**config.mk**
```make
export PLATFORM = sky130hd
export DESIGN_NAME = flash_cmd_seq_flat
export DESIGN_NICKNAME = d
export VERILOG_FILES = /design/src/rtl/flash_cmd_seq_if.sv /design/src/rtl/flash_cmd_seq.sv /design/src/flat_wrapper.sv
export SDC_FILE = /design/constraint.sdc
export NUM_CORES = 1
export LEC_CHECK = 0
export BUFFER_PORTS_ARGS = -buffer_cell sky130_fd_sc_hd__buf_4
export CAP_MARGIN = 30
export CORE_ASPECT_RATIO = 0.6
export CORE_UTILIZATION = 46
export CTS_CLUSTER_DIAMETER = 200
export DETAILED_ROUTE_END_ITERATION = 10
export PLACE_DENSITY = 0.82
export SETUP_SLACK_MARGIN = 0.2
export SLEW_MARGIN = 20
export SYNTH_ARGS = -nofsm -noshare
export SYNTH_HDL_FRONTEND = slang
export SYNTH_SLANG_ARGS = --single-unit
```
**constraint.sdc**
```tcl
create_clock -name sclk -period 4 [get_ports sclk]
set_clock_uncertainty 0.15 [all_clocks]
set_input_delay 0.4 -clock sclk [delete_from_list [all_inputs] [get_ports sclk]]
set_output_delay 0.4 -clock sclk [all_outputs]
set_load 0.03 [all_outputs]
```
**src/rtl/flash_cmd_seq_if.sv**
```systemverilog
// Purpose: bus between flash_cmd_seq and the SPI controller (spictl).
// Signals:
//   spi_trig        frame start strobe, one cycle
//   spi_datalength  number of bits in the frame
//   spi_senddata    frame bits, right-aligned, bit datalength-1 sent first
//   spi_isbusy      spictl has a frame in flight
//   spi_recvdata    received bits, right-aligned, last bit in bit 0
// master = sequencer side, slave = spictl side.
interface flash_cmd_seq_if;
  logic         spi_trig;
  logic [7:0]   spi_datalength;
  logic [127:0] spi_senddata;
  logic         spi_isbusy;
  logic [127:0] spi_recvdata;

  modport master (
    output spi_trig, spi_datalength, spi_senddata,
    input  spi_isbusy, spi_recvdata
  );

  modport slave (
    input  spi_trig, spi_datalength, spi_senddata,
    output spi_isbusy, spi_recvdata
  );
endinterface

```
**src/rtl/flash_cmd_seq.sv**
```systemverilog
// Purpose: SPI-NOR command sequencer. Turns a one-cycle op request into the
// full frame sequence for spictl: RDSR, RDID, READ, PP, SE, CE. Write-class
// ops (PP/SE/CE) issue WREN first and then poll RDSR until WIP clears.
// Ports:
//   sclk, rst           clock, synchronous active-high reset
//   start/op/addr/wdata request pulse and its operands
//   busy/done/error     status; error is valid with the done pulse
//   result              read data, valid from done until the next done
//   spi                 master side of the spictl bus
// BUSY_WAIT and POLL_GAP must be at least 1.
module flash_cmd_seq #(
  parameter int unsigned BUSY_WAIT = 16,
  parameter int unsigned POLL_GAP  = 1000,
  parameter int unsigned POLL_MAX  = 100000
) (
  input  logic        sclk,
  input  logic        rst,
  input  logic        start,
  input  logic [2:0]  op,
  input  logic [23:0] addr,
  input  logic [7:0]  wdata,
  output logic        busy,
  output logic        done,
  output logic        error,
  output logic [23:0] result,
  flash_cmd_seq_if.master spi
);

  localparam int unsigned CW = 32;

  localparam logic [2:0] S_IDLE     = 3'd0;
  localparam logic [2:0] S_ISSUE    = 3'd1;
  localparam logic [2:0] S_WAIT_ACK = 3'd2;
  localparam logic [2:0] S_WAIT_END = 3'd3;
  localparam logic [2:0] S_GAP      = 3'd4;
  localparam logic [2:0] S_ILLEGAL  = 3'd5;

  // Frame kinds share the op encoding; WREN takes the first illegal code.
  localparam logic [2:0] OP_RDSR = 3'd0;
  localparam logic [2:0] OP_RDID = 3'd1;
  localparam logic [2:0] OP_READ = 3'd2;
  localparam logic [2:0] OP_PP   = 3'd3;
  localparam logic [2:0] OP_SE   = 3'd4;
  localparam logic [2:0] OP_CE   = 3'd5;
  localparam logic [2:0] K_WREN  = 3'd6;

  localparam logic [1:0] P_WREN = 2'd0;
  localparam logic [1:0] P_CMD  = 2'd1;
  localparam logic [1:0] P_POLL = 2'd2;

  logic [2:0]    state, state_nxt;
  logic [1:0]    phase, phase_nxt;
  logic [2:0]    op_q, op_nxt;
  logic [23:0]   addr_q, addr_nxt;
  logic [7:0]    wdata_q, wdata_nxt;
  logic [CW-1:0] cnt, cnt_nxt;
  logic [CW-1:0] poll_cnt, poll_nxt;
  logic          busy_nxt, done_nxt, error_nxt;
  logic [23:0]   result_nxt;
  logic          trig_q, trig_nxt;
  logic [7:0]    len_q, len_nxt;
  logic [127:0]  data_q, data_nxt;
  logic [2:0]    kind_nxt;
  logic [135:0]  frame_nxt;
  logic          fin, fin_err;
  logic          isbusy;
  logic [7:0]    status;
  logic          unused_recv;

  assign isbusy             = spi.spi_isbusy;
  assign status             = spi.spi_recvdata[7:0];
  assign unused_recv        = ^spi.spi_recvdata[127:24];
  assign spi.spi_trig       = trig_q;
  assign spi.spi_datalength = len_q;
  assign spi.spi_senddata   = data_q;

  function automatic logic [CW-1:0] sat_inc(input logic [CW-1:0] v);
    return (v == '1) ? v : v + CW'(1);
  endfunction

  // {datalength, senddata} for a frame kind; dummy bits are zero.
  function automatic logic [135:0] frame_for(input logic [2:0] kind,
                                             input logic [23:0] a,
                                             input logic [7:0] d);
    logic [135:0] f;
    case (kind)
      OP_RDSR: f = {8'd16, 112'h0, 8'h05, 8'h00};
      OP_RDID: f = {8'd32, 96'h0, 8'h9F, 24'h0};
      OP_READ: f = {8'd40, 88'h0, 8'h03, a, 8'h00};
      OP_PP:   f = {8'd40, 88'h0, 8'h02, a, d};
      OP_SE:   f = {8'd32, 96'h0, 8'h20, a};
      OP_CE:   f = {8'd8, 120'h0, 8'hC7};
      K_WREN:  f = {8'd8, 120'h0, 8'h06};
      default: f = '0;
    endcase
    return f;
  endfunction

  // Next-state and next-output logic.
  always_comb begin
    state_nxt  = state;
    phase_nxt  = phase;
    op_nxt     = op_q;
    addr_nxt   = addr_q;
    wdata_nxt  = wdata_q;
    cnt_nxt    = cnt;
    poll_nxt   = poll_cnt;
    busy_nxt   = busy;
    done_nxt   = 1'b0;
    error_nxt  = error;
    result_nxt = result;
    trig_nxt   = 1'b0;
    len_nxt    = len_q;
    data_nxt   = data_q;
    kind_nxt   = K_WREN;
    frame_nxt  = '0;
    fin        = 1'b0;
    fin_err    = 1'b0;

    case (state)
      S_IDLE: begin
        if (start && !isbusy) begin
          op_nxt    = op;
          addr_nxt  = addr;
          wdata_nxt = wdata;
          busy_nxt  = 1'b1;
          error_nxt = 1'b0;
          if (op > OP_CE) begin
            state_nxt = S_ILLEGAL;
          end else begin
            phase_nxt = (op >= OP_PP) ? P_WREN : P_CMD;
            state_nxt = S_ISSUE;
          end
        end
      end
      S_ILLEGAL: begin
        fin     = 1'b1;
        fin_err = 1'b1;
      end
      S_ISSUE: begin
        state_nxt = S_WAIT_ACK;
        cnt_nxt   = '0;
      end
      S_WAIT_ACK: begin
        if (isbusy) begin
          state_nxt = S_WAIT_END;
        end else if (cnt == CW'(BUSY_WAIT - 1)) begin
          fin     = 1'b1;
          fin_err = 1'b1;
        end else begin
          cnt_nxt = sat_inc(cnt);
        end
      end
      S_WAIT_END: begin
        if (!isbusy) begin
          case (phase)
            P_WREN: begin
              phase_nxt = P_CMD;
              state_nxt = S_ISSUE;
            end
            P_CMD: begin
              case (op_q)
                OP_RDSR: begin
                  result_nxt = {16'h0, status};
                  fin        = 1'b1;
                end
                OP_RDID: begin
                  result_nxt = spi.spi_recvdata[23:0];
                  fin        = 1'b1;
                end
                OP_READ: begin
                  result_nxt = {16'h0, status};
                  fin        = 1'b1;
                end
                default: begin
                  phase_nxt = P_POLL;
                  poll_nxt  = '0;
                  state_nxt = S_ISSUE;
                end
              endcase
            end
            default: begin
              // Poll: WIP is status bit 0.
              if (!status[0]) begin
                result_nxt = {16'h0, status};
                fin        = 1'b1;
              end else if (sat_inc(poll_cnt) == CW'(POLL_MAX)) begin
                fin     = 1'b1;
                fin_err = 1'b1;
              end else begin
                poll_nxt  = sat_inc(poll_cnt);
                cnt_nxt   = '0;
                state_nxt = S_GAP;
              end
            end
          endcase
        end
      end
      S_GAP: begin
        if (cnt == CW'(POLL_GAP - 1)) begin
          state_nxt = S_ISSUE;
        end else begin
          cnt_nxt = sat_inc(cnt);
        end
      end
      default: state_nxt = S_IDLE;
    endcase

    if (fin) begin
      state_nxt = S_IDLE;
      busy_nxt  = 1'b0;
      done_nxt  = 1'b1;
      error_nxt = fin_err;
    end

    // Load the frame on entry to ISSUE so trig and data appear together.
    if (state_nxt == S_ISSUE) begin
      case (phase_nxt)
        P_WREN:  kind_nxt = K_WREN;
        P_POLL:  kind_nxt = OP_RDSR;
        default: kind_nxt = op_nxt;
      endcase
      frame_nxt = frame_for(kind_nxt, addr_nxt, wdata_nxt);
      trig_nxt  = 1'b1;
      len_nxt   = frame_nxt[135:128];
      data_nxt  = frame_nxt[127:0];
    end
  end

  // State and output registers.
  always_ff @(posedge sclk) begin
    if (rst) begin
      state    <= S_IDLE;
      phase    <= P_WREN;
      op_q     <= '0;
      addr_q   <= '0;
      wdata_q  <= '0;
      cnt      <= '0;
      poll_cnt <= '0;
      busy     <= 1'b0;
      done     <= 1'b0;
      error    <= 1'b0;
      result   <= '0;
      trig_q   <= 1'b0;
      len_q    <= '0;
      data_q   <= '0;
    end else begin
      state    <= state_nxt;
      phase    <= phase_nxt;
      op_q     <= op_nxt;
      addr_q   <= addr_nxt;
      wdata_q  <= wdata_nxt;
      cnt      <= cnt_nxt;
      poll_cnt <= poll_nxt;
      busy     <= busy_nxt;
      done     <= done_nxt;
      error    <= error_nxt;
      result   <= result_nxt;
      trig_q   <= trig_nxt;
      len_q    <= len_nxt;
      data_q   <= data_nxt;
    end
  end

endmodule

```
**src/flat_wrapper.sv**
```systemverilog
// flat-port wrapper written by rule: the top's interface ports become plain ports
module flash_cmd_seq_flat 
#(
  parameter int unsigned BUSY_WAIT = 16,
  parameter int unsigned POLL_GAP  = 1000,
  parameter int unsigned POLL_MAX  = 100000
)
  (sclk, rst, start, op, addr, wdata, busy, done, error, result, spi_spi_trig, spi_spi_datalength, spi_spi_senddata, spi_spi_isbusy, spi_spi_recvdata);
  flash_cmd_seq_if spi_i ();
  input  logic sclk;
  input  logic rst;
  input  logic start;
  input  logic [2:0] op;
  input  logic [23:0] addr;
  input  logic [7:0] wdata;
  output logic busy;
  output logic done;
  output logic error;
  output logic [23:0] result;
  output wire logic [$bits(spi_i.spi_trig)-1:0] spi_spi_trig;
  output wire logic [$bits(spi_i.spi_datalength)-1:0] spi_spi_datalength;
  output wire logic [$bits(spi_i.spi_senddata)-1:0] spi_spi_senddata;
  input wire logic [$bits(spi_i.spi_isbusy)-1:0] spi_spi_isbusy;
  input wire logic [$bits(spi_i.spi_recvdata)-1:0] spi_spi_recvdata;
  assign spi_spi_trig = spi_i.spi_trig;
  assign spi_spi_datalength = spi_i.spi_datalength;
  assign spi_spi_senddata = spi_i.spi_senddata;
  assign spi_i.spi_isbusy = spi_spi_isbusy;
  assign spi_i.spi_recvdata = spi_spi_recvdata;
  flash_cmd_seq #(.BUSY_WAIT(BUSY_WAIT), .POLL_GAP(POLL_GAP), .POLL_MAX(POLL_MAX)) u_core (.sclk(sclk), .rst(rst), .start(start), .op(op), .addr(addr), .wdata(wdata), .busy(busy), .done(done), .error(error), .result(result), .spi(spi_i));
endmodule
```
* Word level (Yosys, flattened, before mapping)
Index checks and enable logic that the tools add are counted.
** Cells by class
- $add $sub $neg :: 2
- $lt $le $gt $ge :: 2
- Equal/unequal tests :: 32
- Muxes and demuxes :: 61
- Bitwise gates (word level) :: 2
- Reduce and logical (&&, ||, !) cells :: 20
** Operators by type and width (number)
- $pmux W134 S7 :: 1
- $mux W32 :: 12
- $pmux W32 S4 :: 1
- $pmux W24 S2 :: 2
- $mux W24 :: 3
- $add A32 B1 Y32 const B :: 2
- $eq A32 B32 Y1 const B :: 2
- $pmux W32 S2 :: 1
- $mux W3 :: 12
- $eq A32 B10 Y1 const B :: 1
- $eq A32 B17 Y1 const B :: 1
- $eq A32 B4 Y1 const B :: 1
- $ne A2 B2 Y1 const B :: 9
- $pmux W3 S6 :: 1
- $mux W8 :: 2
- $eq A3 B2 Y1 const B :: 5
- $eq A3 B3 Y1 const B :: 5
- $mux W1 :: 15
- $eq A3 B1 Y1 const B :: 4
- $pmux W3 S2 :: 2
- $logic_not A3 Y1 :: 3
- $mux W2 :: 4
- $pmux W2 S2 :: 2
- $reduce_and A8 Y1 :: 1
- 19 further kinds :: 27
** Storage, ports and cells
- Register bits :: 268
- Bits of input ports :: 167

* Longest topological paths before layout
Gate-level depths: netlist (run 1).
- Word-level depth :: 13
- Depth in mapped cells :: 16
- Mapped depth without buffers :: 11

* Least setup slack after synthesis (run 1)
Ideal clock, no wire load.
- Kind :: flip-flop to flip-flop
- Start point :: register u_core.poll_cnt[0]
- End point :: register u_core.data_q[20] (netlist: u_core.spi.spi_senddata[20])
- Setup time :: 116 ps
- Arrival time :: 3659 ps
- Required time :: 3734 ps
- Setup slack :: 75 ps
- Cell stages (with the launch flop) :: 15
- Period minus slack after synthesis :: 3925 ps
- Cells stage by stage :: dfxtp_1 -> ha_1 -> clkbuf_1 -> and4_1 -> buf_2 -> nand2_1 -> or4_1 -> a2111o_1 -> nor4_1 -> nand3_1 -> o21a_1 -> o211ai_2 -> clkbuf_1 -> nor3_1 -> a31o_2
** On the way
- Cells in the longest elaborated chain, start to end :: 10
- Elaborated cells on any way between the ends :: 16
- Those cells by class :: add/sub (1); eq/ne (3); mux (12)
** Ends and longest elaborated chain
- from (decl) :: RTL line flash_cmd_seq.sv:57 : logic [CW-1:0] poll_cnt, poll_nxt;
- from (signal assigned) :: RTL line flash_cmd_seq.sv:254 : poll_cnt <= poll_nxt;
- $add A32 B1 Y32 or $eq A32 B32 Y1 (tied branches) :: RTL line flash_cmd_seq.sv:78 : return (v == '1) ? v : v + CW'(1);
- $mux W32 (*) :: RTL line flash_cmd_seq.sv:78
- $eq A32 B17 Y1 (*) :: RTL line flash_cmd_seq.sv:187 : end else if (sat_inc(poll_cnt) == CW'(POLL_MAX)) begin
- $mux W3 or $mux W1 (tied branches) :: RTL line flash_cmd_seq.sv:187
- $mux W3 or $mux W1 (tied branches) :: RTL line flash_cmd_seq.sv:184 : if (!status[0]) begin
- $pmux W3 S2 or $pmux W1 S2 (tied branches) :: RTL line flash_cmd_seq.sv:156 : case (phase)
- $mux W3 or $mux W1 (tied branches) :: RTL line flash_cmd_seq.sv:155 : if (!isbusy) begin
- $pmux W3 S6 or $pmux W1 S3 (tied branches) :: RTL line flash_cmd_seq.sv:120 : case (state)
- $mux W3 (*) :: RTL line flash_cmd_seq.sv:209 : if (fin) begin
- $eq A3 B1 Y1 (*) :: RTL line flash_cmd_seq.sv:217 : if (state_nxt == S_ISSUE) begin
- to (signal assigned) :: RTL line flash_cmd_seq.sv:261 : data_q <= data_nxt;
- to (decl) :: RTL line flash_cmd_seq.sv:62 : logic [127:0] data_q, data_nxt;
Mark *: on every way between the ends. The rest lies on a longest branch, timed or not.
A chain may end at the register's enable or synchronous reset.

* Final worst setup path (run 1)
- Start point :: register u_core.poll_cnt[1]
- End point :: register u_core.len_q[4] (netlist: u_core.spi.spi_datalength[4])
** On the way
- Cells in the longest elaborated chain, start to end :: 10
- Elaborated cells on any way between the ends :: 16
- Those cells by class :: add/sub (1); eq/ne (3); mux (12)
** Ends and longest elaborated chain
- $add A32 B1 Y32 or $eq A32 B32 Y1 (tied branches) :: RTL line flash_cmd_seq.sv:78
- $mux W32 (*) :: RTL line flash_cmd_seq.sv:78
- $eq A32 B17 Y1 (*) :: RTL line flash_cmd_seq.sv:187
- $mux W3 or $mux W1 (tied branches) :: RTL line flash_cmd_seq.sv:187
- $mux W3 or $mux W1 (tied branches) :: RTL line flash_cmd_seq.sv:184
- $pmux W3 S2 or $pmux W1 S2 (tied branches) :: RTL line flash_cmd_seq.sv:156
- $mux W3 or $mux W1 (tied branches) :: RTL line flash_cmd_seq.sv:155
- $pmux W3 S6 or $pmux W1 S3 (tied branches) :: RTL line flash_cmd_seq.sv:120
- $mux W3 (*) :: RTL line flash_cmd_seq.sv:209
- $eq A3 B1 Y1 (*) :: RTL line flash_cmd_seq.sv:217
- to (signal assigned) :: RTL line flash_cmd_seq.sv:260 : len_q <= len_nxt;
- to (decl) :: RTL line flash_cmd_seq.sv:61 : logic [7:0] len_q, len_nxt;
Marks and branches as above.

==> impl_results.md, run 1 <==
* Status: completed
* Non-filler cells, final at 1,634
* Post-synthesis sequential element count at 169
* RSZ-0062 raised after global routing: true
* Max_slew headroom at 0.393
* Largest net degree at the start of global routing at 78
* DP Cell Count at 1,588
* Clk buf depth at 2
* Top cells by area, synth: dfxtp_1, buf_4, a21oi_1, mux2i_1, nand3_1
* Power Total at 4.15 mW
* HPWL Detailed at 20,000 um
* WHS at 0.0701 ns
* H-tree depth at 4
* Final wirelength at 28,900 um
* Share of the synthesized area in the top cell type at 0.355
* Vias per cell at 5.84
* DRT Pass-1 Iters at 5
* Final design utilization at 0.581
* Clock slew at reported path FFs at 0.07 ns
* Cts-stage hold buffer count at 0
* Final setup viols at 0
* Placed Area at 0.0107 sq mm
* Syn_area_per_cell at 7.93 sq um
* Post-synthesis cell count at 1,203
* First-pass GRT wire length at 44,700 um
* Crit Path Class: reg -> reg
* RR Endpoint: u_core.spi.spi_datalength[4]$_SDFFE_PP0N_
* Clk_lat worst skew at 0.43 ns
* Post-route setup TNS at 0 ns
* Crit path largest cell delay at 0.49 ns
* # nets final at 1,517
* First DRT Iteration DRCs at 1,241
* Synth Warn # at 0
* Ys flop type: dfxtp_1
* Vias post-DR at 9,542
* Antenna fix cells at 0
* TritonCTS clock tree: built
* Setup ws final at 0.228 ns
* Crit path from: u_core.poll_cnt[1]$_SDFFE_PP0P_
* Synth cell types at 76
* Finished Cell Area at 0.0117 sq mm
* Gr ovfl total at 0
* # IOs at 331
* Fmax at 265 MHz
* Simple-gate portion of the synthesized area at 0.275
* Area of the core at 0.0202 sq mm
* # port buffers at 127
* Min-delay worst type: in -> reg
* Drc violations at 0
* Synth Area in XOR/XNOR at 0.0138
* # rows at 40
* Post-route ant nets at 0
* Worst Setup End Kind: flop
* Die height at 114 um
* CTS Buf Count at 17
* Async SR Flop Fraction at 0
* Lkg Pwr at 4.35 nW
* R2r worst-path depth at 12
* Die area at 0.0213 sq mm
* Max_cap viols at 0
* Synth Area in Compound Gates at 0.187
* Req. time, crit path at 4.21 ns
* Vias in the first global route at 8,631
* Initial Utilization at 0.473
* Post-Synth Adder-Cell Area at 0.00262
* Multiplexer area fraction after synthesis at 0.0479
* Reg2reg setup slack at 0.23 ns
* Initial antenna violation count at 0
* Fin crit share at 0.943
* Final min period at 3.77 ns
* Most Frequent Cell on Critical Path: or4_1
* Largest family of logic cells by synthesized area: simple AND/OR/NAND/NOR gates
* Yosys top cell by area: dfxtp_1
* Routed len/inst at 17.7 um
* Hold Path Depth at 3
* Cell Area, Synth at 0.00953 sq mm
* Power density cells at 354 mW/mm^2
* EDFF count, synth at 0
* Post-place setup slack at 0.0316 ns
* Clock sink total at 169
* Crit-path max FO at 6
* Hold worst-path end: u_core.result[4]$_SDFFE_PP0P_
* Worst r2r src: u_core.poll_cnt[1]$_SDFFE_PP0P_
* Placer Congestion at 0.988
* Arr. time, crit path at 3.98 ns
* Worst Tran Pin Value at 0.910 ns
* Peak VDD IR at 299 uV
* Die width at 188 um
* Tot GR Track Use at 0.259
* Share of cells above drive strength 1 at 0.234
* Final Hold Viols at 0
* Worst hold start: spi_spi_recvdata[4]
* Layout area overhead at 23.0%
* Startpoint Class: flop
* Seq/Total Area, Yosys at 0.355
* Root buf cell: clkbuf_16
* Slew Limit Fails at 0
* CP cell instances: ha_2 > and4_1 > nand2_2 > or4_1 > a2111o_1 > nor4_2 > nand3_2 > o21ai_4 > o211ai_2 > buf_12 > or4_1 > a21oi_1
* CP max stage cell: or4_1
## where the power goes
part | internal (mW) | switching (mW)
clock network | 1.08 | 0.708
registers | 1.72 | 0.0224
logic | 0.198 | 0.427
total | 3.00 | 1.16
## how the worst max path moves through the flow
stage	end	slack, ns
after floorplan	u_core.spi.spi_senddata[19]$_SDFFE_PP0N_	0.21
after global placement	u_core.cnt[26]$_SDFFE_PP0P_	0.10
after detailed placement	u_core.spi.spi_senddata[24]$_SDFFE_PP0N_	0.03
after CTS	u_core.spi.spi_senddata[7]$_SDFFE_PP0N_	0.22
after global routing	u_core.spi.spi_senddata[8]$_SDFFE_PP0N_	0.13
final	u_core.spi.spi_datalength[4]$_SDFFE_PP0N_	0.23
## placed cells by master, fill, tap and decap left out, drive strengths merged, types with 10 or more instances in the layout
master,count
or3,19
dfxtp,169
clkbuf,22
nor4,27
and2,22
nor3,42
and3,14
nand3,81
or4,15
buf,204
a31oi,14
nor2,108
xnor2,11
nand2,97
nand4,16
a21oi,115
conb,99
and4,10
o22ai,17
o21ai,77
inv,14
mux2i,43
## registers in the layout (all words and copies together) (netlist names), 2 cells and up
signal / count
u_core.phase: 2
u_core.poll_cnt: 32
u_core.wdata_q: 8
u_core.cnt: 32
u_core.state: 3
u_core.spi.spi_senddata: 34
u_core.addr_q: 24
u_core.spi.spi_datalength: 3
u_core.result: 24
u_core.op_q: 3
## critical path, delay by kind of cell, from the launching register on
family                   cells  cell delay [ns]
AO/OA/AOI/OAI                4             1.04
adder cells (fa/ha/maj)      1             0.21
buffers and inverters        1             0.19
flip-flops                   1             0.37
AND/OR/NAND/NOR              6             1.73
## area by class of cell
class | instances | area, sq um
multi-input combinational | 942 | 5640
sequential | 169 | 3410
timing repair buffer | 205 | 1660
tap | 273 | 342
fill | 1728 | 8440
clock buffer | 22 | 464
clock inverter | 10 | 166
inverter | 13 | 48.8
## cell usage after synthesis (5+ instances only)
cell type,n
nor4_2,11
nand2_1,97
o21ai_0,75
nor4_1,15
nor3_1,39
and2_1,22
buf_1,6
buf_4,101
a31oi_1,14
and3_1,14
or4_1,15
buf_2,14
o211ai_1,5
inv_1,13
a31o_2,8
nand4_1,15
a21oi_1,115
clkbuf_1,54
nor2_1,106
nor3b_1,5
xnor2_1,11
a22oi_1,5
o31ai_1,8
mux2i_1,43
a211oi_1,5
nand3b_1,8
dfxtp_1,169
or3_1,19
o22ai_1,17
nand4b_1,5
and4_1,10
nand3_1,81
## per-layer routing
| metal | up-vias | global-route usage | routed length, um |
|---|---|---|---|
| li1 | 4463 | - | - |
| met1 | 4532 | 0.381 | 13500 |
| met2 | 514 | 0.371 | 12000 |
| met3 | 33 | 0.0695 | 3130 |
| met4 | 0 | 0.0656 | 278 |
| met5 | - | 0 | 0 |
## timing repair
action / 4_1_cts / 5_1_grt
pin swaps: 7 / 9
gates resized for setup: 21 / 46
buffers inserted: 5 / 8
cloned: 1 / 0
endpoints found under the setup margin: 57 / 100
## kinds of logic (layout without fill, tap and decap cells)
family | Yosys count | in the layout
other | 1 | 99
flip-flops | 169 | 169
XOR/XNOR | 15 | 15
multiplexers | 45 | 45
AO/OA/AOI/OAI | 293 | 293
adder cells (fa/ha/maj) | 2 | 2
buffers and inverters | 190 | 250
AND/OR/NAND/NOR | 488 | 488
Power figures use the tool's default switching activity.
==> run 2, diff against run 1 <==
Settings changed: ABC_AREA set to 1, CORE_UTILIZATION 46 to 47, PLACE_DENSITY 0.82 to 0.83.
==> run 2 against run 1 <==
Against the previous run: critical path depth grew 8; power shrank 2.0%; largest cell class unchanged; critical path type unchanged; worst setup slack gained 0.24 ns; synthesized area grew 4.1%.
==> impl_results.md, run 2 <==
* Largest net degree at the start of global routing at 53 (-32%)
* Vias post-DR at 10,100 (+6.0%)
* Initial antenna violation count at 0 (unchanged)
* Synth Area in Compound Gates at 0.106 (-0.0816)
* Root buf cell: clkbuf_16
* Die width at 190 um (+0.91%)
* Placer Congestion at 0.992 (+0.34%)
* # rows at 40 (unchanged)
* Ys flop type: dfxtp_1
* Routed len/inst at 15.8 um (-11%)
* EDFF count, synth at 0 (unchanged)
* Max_slew headroom at 0.378 (-0.0158)
* # nets final at 1,739 (+15%)
* Final wirelength at 29,300 um (+1.3%)
* Layout area overhead at 14.3%
* Final min period at 3.53 ns (-0.239 ns)
* Arr. time, crit path at 3.67 ns (-0.31 ns)
* Yosys top cell by area: dfxtp_1
* Area of the core at 0.0203 sq mm (+0.74%)
* RR Endpoint: u_core.poll_cnt[17]$_SDFFE_PP0P_
* TritonCTS clock tree: built
* Min-delay worst type: in -> reg
* Clk_lat worst skew at 0.44 ns (about the same)
* HPWL Detailed at 21,200 um (+5.7%)
* Synth Warn # at 0 (unchanged)
* Final design utilization at 0.558 (-0.0231)
* Power density cells at 359 mW/mm^2 (+1.3%)
* Gr ovfl total at 0 (unchanged)
* # IOs at 331 (unchanged)
* Multiplexer area fraction after synthesis at 0.0313 (-0.0166)
* Clock sink total at 169 (unchanged)
* Fin crit share at 0.883 (-0.0596)
* Cell Area, Synth at 0.00992 sq mm (+4.1%)
* Drc violations at 0 (unchanged)
* Seq/Total Area, Yosys at 0.341 (-0.0139)
* Worst Tran Pin Value at 0.933 ns (+0.0226 ns)
* Most frequent cells in the layout: nand2_1, nor2_1, dfxtp_1
* First-pass GRT wire length at 45,900 um (+2.6%)
* Synth Area in XOR/XNOR at 0.0274 (+0.0136)
* # port buffers at 127 (unchanged)
* Final Hold Viols at 0 (unchanged)
* Max reg flops at 34 (unchanged)
* H-tree depth at 4 (unchanged)
* Delay-heaviest family, CP: simple AND/OR/NAND/NOR gates
* Crit Path Class: reg -> reg
* CP max stage cell: nor2_4
* Final setup viols at 0 (unchanged)
* Lkg Pwr at 4.43 nW (+1.7%)
* Vias in the first global route at 8,818 (+2.2%)
* Tot GR Track Use at 0.266 (+0.00706)
* Crit path largest cell delay at 0.41 ns (-0.08 ns)
* Synth cell types at 37 (-51%)
* Die area at 0.0217 sq mm (+1.8%)
* Clock slew at reported path FFs at 0.07 ns (about the same)
* Post-route setup TNS at 0 ns (unchanged)
* Syn_area_per_cell at 6.78 sq um (-14%)
* Top cells by count, synth: nand2_1, nor2_1, dfxtp_1
* Layout fillers at 1,953 (+13%)
* Req. time, crit path at 4.14 ns (-0.07 ns)
* Largest family of logic cells by synthesized area: simple AND/OR/NAND/NOR gates
* R2r worst-path depth at 20 (+8)
* Post-synthesis cell count at 1,464 (+22%)
* Worst hold start: spi_spi_recvdata[4]
* Post-Synth Adder-Cell Area at 0.00252 (-0.000103)
* Peak VDD IR at 324 uV (+8.3%)
* Fmax at 283 MHz (+6.8%)
* Die height at 115 um (+0.91%)
* Share of cells above drive strength 1 at 0.144 (-0.0895)
* RSZ-0062 raised after global routing: false
* Post-CTS setup buffers at 0 (-5)
* Clk buf depth at 2 (unchanged)
* CP cell instances: ha_1 > inv_1 > nor2_4 > nand2_4 > nor2_8 > nand2_4 > inv_2 > a21oi_1 > nor2_1 > nand2_1 > nor2_1 > nand3_2 > nand2_1 > nand2_1 > nand2_1 > nor2_4 > inv_2 > buf_12 > nand2_1 > a21oi_1
* Post-route ant nets at 0 (unchanged)
* Max_cap viols at 0 (unchanged)
* Share of the synthesized area in the top cell type at 0.341 (-0.0139)
* Area taken by multi-input logic gates at 0.00552 sq mm (-2.2%)
* Top cells by area, synth: dfxtp_1, nand2_1, nor2_1, buf_4, nand3_1
* Crit path buf inv count at 4 (+3)
* Vias per cell at 5.45 (-6.7%)
* Crit-path max FO at 32 (+26)
* Status: completed
* Reg2reg setup slack at 0.47 ns (+0.24 ns)
* Hold Path Depth at 3 (unchanged)
* Worst Setup End Kind: flop
* Post-synthesis sequential element count at 169 (unchanged)
* Commonest non-fill, non-tap cell in the layout: nand2_1
* Async SR Flop Fraction at 0 (unchanged)
* Startpoint Class: flop
* Hold worst-path end: u_core.result[4]$_SDFFE_PP0P_
* CTS Buf Count at 17 (unchanged)
* First DRT Iteration DRCs at 1,386 (+12%)
* Most Frequent Cell on Critical Path: nand2_1
* Reg area at 0.00338 sq mm (-0.66%)
* Worst r2r src: u_core.poll_cnt[0]$_SDFFE_PP0P_
* DRT Pass-1 Iters at 5 (unchanged)
* Most common cell in the synthesized netlist: nand2_1
* Slew Limit Fails at 0 (unchanged)
* Antenna fix cells at 0 (unchanged)
* Initial Utilization at 0.488 (+0.0156)
* Simple-gate portion of the synthesized area at 0.349 (+0.0737)
run 2: cell count changes after synthesis, moves of 15 or more:
cell	delta
inv_1	+77
or3_1	-19
nand2_1	+217
or4_1	-15
xor2_1	+16
o21ai_0	-31
and2_1	-22
nor2_1	+101
clkbuf_1	-22
nand3_1	+59
run 2: power by group:
group	switching [mW]	total (mW)	leakage [nW]	internal (mW)
clock	0.724	1.73	0.292	1.01
sequential	0.0178	1.74	1.37	1.72
combinational	0.452	0.600	2.77	0.148
run 2: repair_timing:
action                     4_1_cts  5_1_grt
setup endpoints to repair        0       67
hold buffers                     0        0
gates resized for setup          0        3
run 2: worst max path at each step:
stage                                          startpoint                                        to  slack (ns)  depth (start not counted)
after floorplan           u_core.poll_cnt[0]$_SDFFE_PP0P_  u_core.spi.spi_senddata[10]$_SDFFE_PP0N_        1.18                         20
after global placement    u_core.poll_cnt[0]$_SDFFE_PP0P_           u_core.poll_cnt[2]$_SDFFE_PP0P_        0.42                         20
after detailed placement  u_core.poll_cnt[0]$_SDFFE_PP0P_          u_core.poll_cnt[26]$_SDFFE_PP0P_        0.38                         20
after CTS                 u_core.poll_cnt[0]$_SDFFE_PP0P_          u_core.poll_cnt[17]$_SDFFE_PP0P_        0.37                         20
after global routing      u_core.poll_cnt[1]$_SDFFE_PP0P_           u_core.poll_cnt[9]$_SDFFE_PP0P_        0.25                         20
final                     u_core.poll_cnt[0]$_SDFFE_PP0P_          u_core.poll_cnt[17]$_SDFFE_PP0P_        0.47                         20
run 2: area by class of cell:
class / count / area share
clock buffers: 20 / 0.0394
repair buffers: 148 / 0.0991
multi-input cells: 1136 / 0.486
well taps: 273 / 0.0301
inverters: 98 / 0.0324
clock inverters: 11 / 0.0144
flip-flops and latches: 169 / 0.298
run 2: kinds of logic (layout without fill, tap and decap cells):
| logic type | count (synthesis) | in the layout |
|---|---|---|
| DFF | 169 | 169 |
| xor gates and xnor gates | 31 | 31 |
| and+or+nand+nor | 774 | 776 |
| muxes | 31 | 31 |
| adders and majority gates | 2 | 2 |
| buffers and inverters | 259 | 277 |
| AOI/OAI and AO/OA | 197 | 197 |
| other | 1 | 99 |
run 2: worst reg2reg max path, delay by kind of cell (launching register included):
family / cells / cell delay [ns]
buffers and inverters: 4 / 0.57
DFF: 1 / 0.36
adders and majority gates: 1 / 0.28
AOI/OAI and AO/OA: 2 / 0.41
and+or+nand+nor: 13 / 1.62
run 2: through the flow:
stage	setup slack [ns]	area (sq um)	total power, mW	hold WS [ns]	std cells
after floorplan	1.18	10300	2.28	0.303	1562
after global placement	0.421	10700	2.35	0.301	1822
after detailed placement	0.384	10700	2.36	0.304	1822
after CTS	0.368	11300	4.07	0.0221	1853
after global routing	0.248	11300	4.21	0.0416	1855
final	0.466	11300	4.07	0.0330	1855
run 2: per-layer routing:
| metal | GRT usage | vias to the layer above | wire length [um] | part of all wire |
|---|---|---|---|---|
| li1 | - | 4841 | - | - |
| met1 | 0.408 | 4660 | 13900 | 0.47 |
| met2 | 0.363 | 572 | 11700 | 0.40 |
| met3 | 0.0729 | 38 | 3320 | 0.11 |
| met4 | 0.0511 | 0 | 414 | 0.014 |
| met5 | 0 | - | 0 | 0 |
==> run 3, diff against run 2 <==
Settings changed: GPL_TIMING_DRIVEN set to 0.
==> run 3 against run 2 <==
Against the previous run: non-clock buffer count grew 139; fmax is 2.6% lower; power rose by 1.9%; global-route usage rose by 2.7 points; die area unchanged; wire length is 9.7% higher; clock power shrank 2%; final area is 7.4% higher; via count grew 4.4%; critical endpoint is now u_core.spi.spi_senddata[25]$_SDFFE_PP0N_; largest power group unchanged; highest routed layer unchanged.
==> impl_results.md, run 3 (same netlist as run 2, synthesis figures left out) <==
* TritonCTS clock tree: built
* Slew Limit Fails at 0 (unchanged)
* Flop pwr share at 0.419 (-0.008)
* Crit Path Class: reg -> reg
* Max reg flops at 34 (unchanged)
* CP cell instances: ha_4 > inv_1 > nor2_4 > nand2_4 > nor2_8 > nand2_4 > buf_6 > nand2_1 > nand2_1 > nor2_1 > nand2_1 > nor2_2 > nand3_2 > nand3_2 > nand2_2 > nor2_8 > nand2_4 > buf_4 > nand2_1 > a21oi_1
* Clk_lat worst skew at 0.44 ns (about the same)
* Psw at 1.30 mW (+8.6%)
* Comb pwr share at 0.173 (+0.026)
* Clock sink total at 169 (unchanged)
* Final setup viols at 0 (unchanged)
* Status: completed
* Gr ovfl total at 0 (unchanged)
* Final Hold Viols at 0 (unchanged)
* Most Frequent Cell on Critical Path: nand2_1
* Power density cells at 340 mW/mm^2 (-5.2%)
* Fmax at 276 MHz (-2.6%)
* WHS at 0.0397 ns (+0.00676 ns)
* Req. time, crit path at 4.15 ns (about the same)
* Arr. time, crit path at 3.77 ns (+0.10 ns)
* Placer Congestion at 1.02 (+3.1%)
* Clock slew at reported path FFs at 0.07 ns (about the same)
* Drc violations at 0 (unchanged)
* # IOs at 331 (unchanged)
* CP max stage cell: dfxtp_1
* RSZ-0062 raised after global routing: false
* Lkg Pwr at 4.98 nW (+13%)
* Root buf cell: clkbuf_16
* Die width at 190 um (unchanged)
* Largest net degree at the start of global routing at 18 (-66%)
* Die height at 115 um (unchanged)
* Clk buf depth at 2 (unchanged)
* # port buffers at 126 (-0.79%)
* CTS Buf Count at 17 (unchanged)
* Antenna fix cells at 0 (unchanged)
* Power Total at 4.15 mW (+1.9%)
* H-tree depth at 4 (unchanged)
* Vias post-DR at 10,600 (+4.4%)
* Final min period at 3.63 ns (+0.0955 ns)
* Cts-stage hold buffer count at 0 (unchanged)
* Peak VDD IR at 316 uV (-2.4%)
* Die area at 0.0217 sq mm (unchanged)
* First-pass GRT wire length at 49,500 um (+7.9%)
* Min-delay worst type: in -> reg
* Post-route ant nets at 0 (unchanged)
* Crit-path max FO at 10 (-69%)
* Max_cap viols at 0 (unchanged)
* Initial Utilization at 0.488 (unchanged)
* DP Cell Count at 1,961 (+7.6%)
* Layout fillers at 1,890 (-3.2%)
* DRT Pass-1 Iters at 5 (unchanged)
* HPWL Detailed at 25,000 um (+18%)
* Routed len/inst at 16.1 um (+2.1%)
* First DRT Iteration DRCs at 1,190 (-14%)
* Post-route setup TNS at 0 ns (unchanged)
* Post-CTS setup buffers at 0 (unchanged)
* Non-filler cells, final at 1,993 (+7.4%)
* Vias in the first global route at 9,092 (+3.1%)
* Initial antenna violation count at 1 (+1)
* # rows at 40 (unchanged)
* Most frequent cells in the layout: nand2_1, buf_4, nor2_1
* # nets final at 1,876 (+7.9%)
* Sw frac at 0.313 (+0.0194)
* Clk network pwr share at 0.408 (-0.018)
* Crit path largest cell delay at 0.46 ns (+0.05 ns)
* Worst Setup End Kind: flop
* Commonest non-fill, non-tap cell in the layout: nand2_1
* Share of cells above drive strength 1 at 0.191 (+0.0472)
* Max_slew headroom at 0.399 (+0.0218)
* Final wirelength at 32,100 um (+9.7%)
* Layout area overhead at 22.8%
* Worst Tran Pin Value at 0.901 ns (-0.0317 ns)
* Fin crit share at 0.907 (+0.0239)
* Startpoint Class: flop
* Cell internal pwr at 2.85 mW (-0.94%)
* Tot GR Track Use at 0.293 (+0.0265)
* Vias per cell at 5.30 (-2.8%)
* Final design utilization at 0.600 (+0.0414)
* Area of the core at 0.0203 sq mm (unchanged)
run 3: changes by cell type in the layout (fill, tap and decap cells not counted), moves of 2 or more:
cell	change
buf_1	+7
buf_2	+14
buf_4	+81
buf_6	+6
bufinv_16	-2
clkbuf_1	+30
inv_6	+3
inv_8	+3
nor2_1	+2
nor2_4	-2
run 3: repair_timing:
item / CTS / global route
setup endpoints to repair: 0 / 97
endpoints found under the hold margin: 0 / 0
resized for setup: 0 / 3
run 3: cell type report:
cell class / count / area, sq um / share of cell area
Clock buffer: 18 / 439 / 0.0360
Sequential cell: 169 / 3380 / 0.278
Clock inverter: 14 / 153 / 0.0125
Multi-Input combinational cell: 1134 / 5500 / 0.452
Buffer: 161 / 1050 / 0.0862
Tap cell: 273 / 342 / 0.0280
Inverter: 98 / 368 / 0.0302
Timing Repair Buffer: 126 / 946 / 0.0776
run 3: worst max-delay path: cells and delay by family, from the launching register on:
kind            cells  cell delay, ns
compound gates      1            0.07
fa+ha+maj           1            0.24
buf+inv             3            0.50
flops               1            0.46
simple gates       15            2.05
run 3: power by group through the flow:
stage	logic [mW]	clock network, mW	registers, mW
final	0.716	1.69	1.74
after global placement	0.681	0	1.77
after floorplan	0.484	0	1.80
after detailed placement	0.690	0	1.78
after CTS	0.696	1.70	1.74
after global routing	0.762	1.78	1.74
run 3: path summary, 6_finish.rpt:
| check | start | to | slack [ns] | cells past startpoint |
|---|---|---|---|---|
| hold / removal | spi_spi_recvdata[16] | u_core.result[16]$_SDFFE_PP0P_ | 0.04 | 3 |
| setup / recovery | u_core.poll_cnt[0]$_SDFFE_PP0P_ | u_core.spi.spi_senddata[25]$_SDFFE_PP0N_ | 0.37 | 20 |
| hold reg to reg | u_core.spi.spi_senddata[10]$_SDFFE_PP0N_ | u_core.spi.spi_senddata[10]$_SDFFE_PP0N_ | 0.31 | 2 |
| setup reg to reg | u_core.poll_cnt[0]$_SDFFE_PP0P_ | u_core.spi.spi_senddata[25]$_SDFFE_PP0N_ | 0.37 | 20 |
run 3: metrics by stage:
stage          instance area (sq um)  setup WS, ns
3_3_place_gp                   11600         0.415
3_5_place_dp                   11600         0.378
2_1_floorplan                  10300          1.18
6_report                       12200         0.371
4_1_cts                        12200         0.294
5_1_grt                        12200         0.225
run 3: layer usage:
layer  routed length, um  global-route usage  part of all wire
met4                 361              0.0597             0.011
met5                   0                   0                 0
met3                3930              0.0858              0.12
met1               15100               0.449              0.47
met2               12700               0.394              0.40
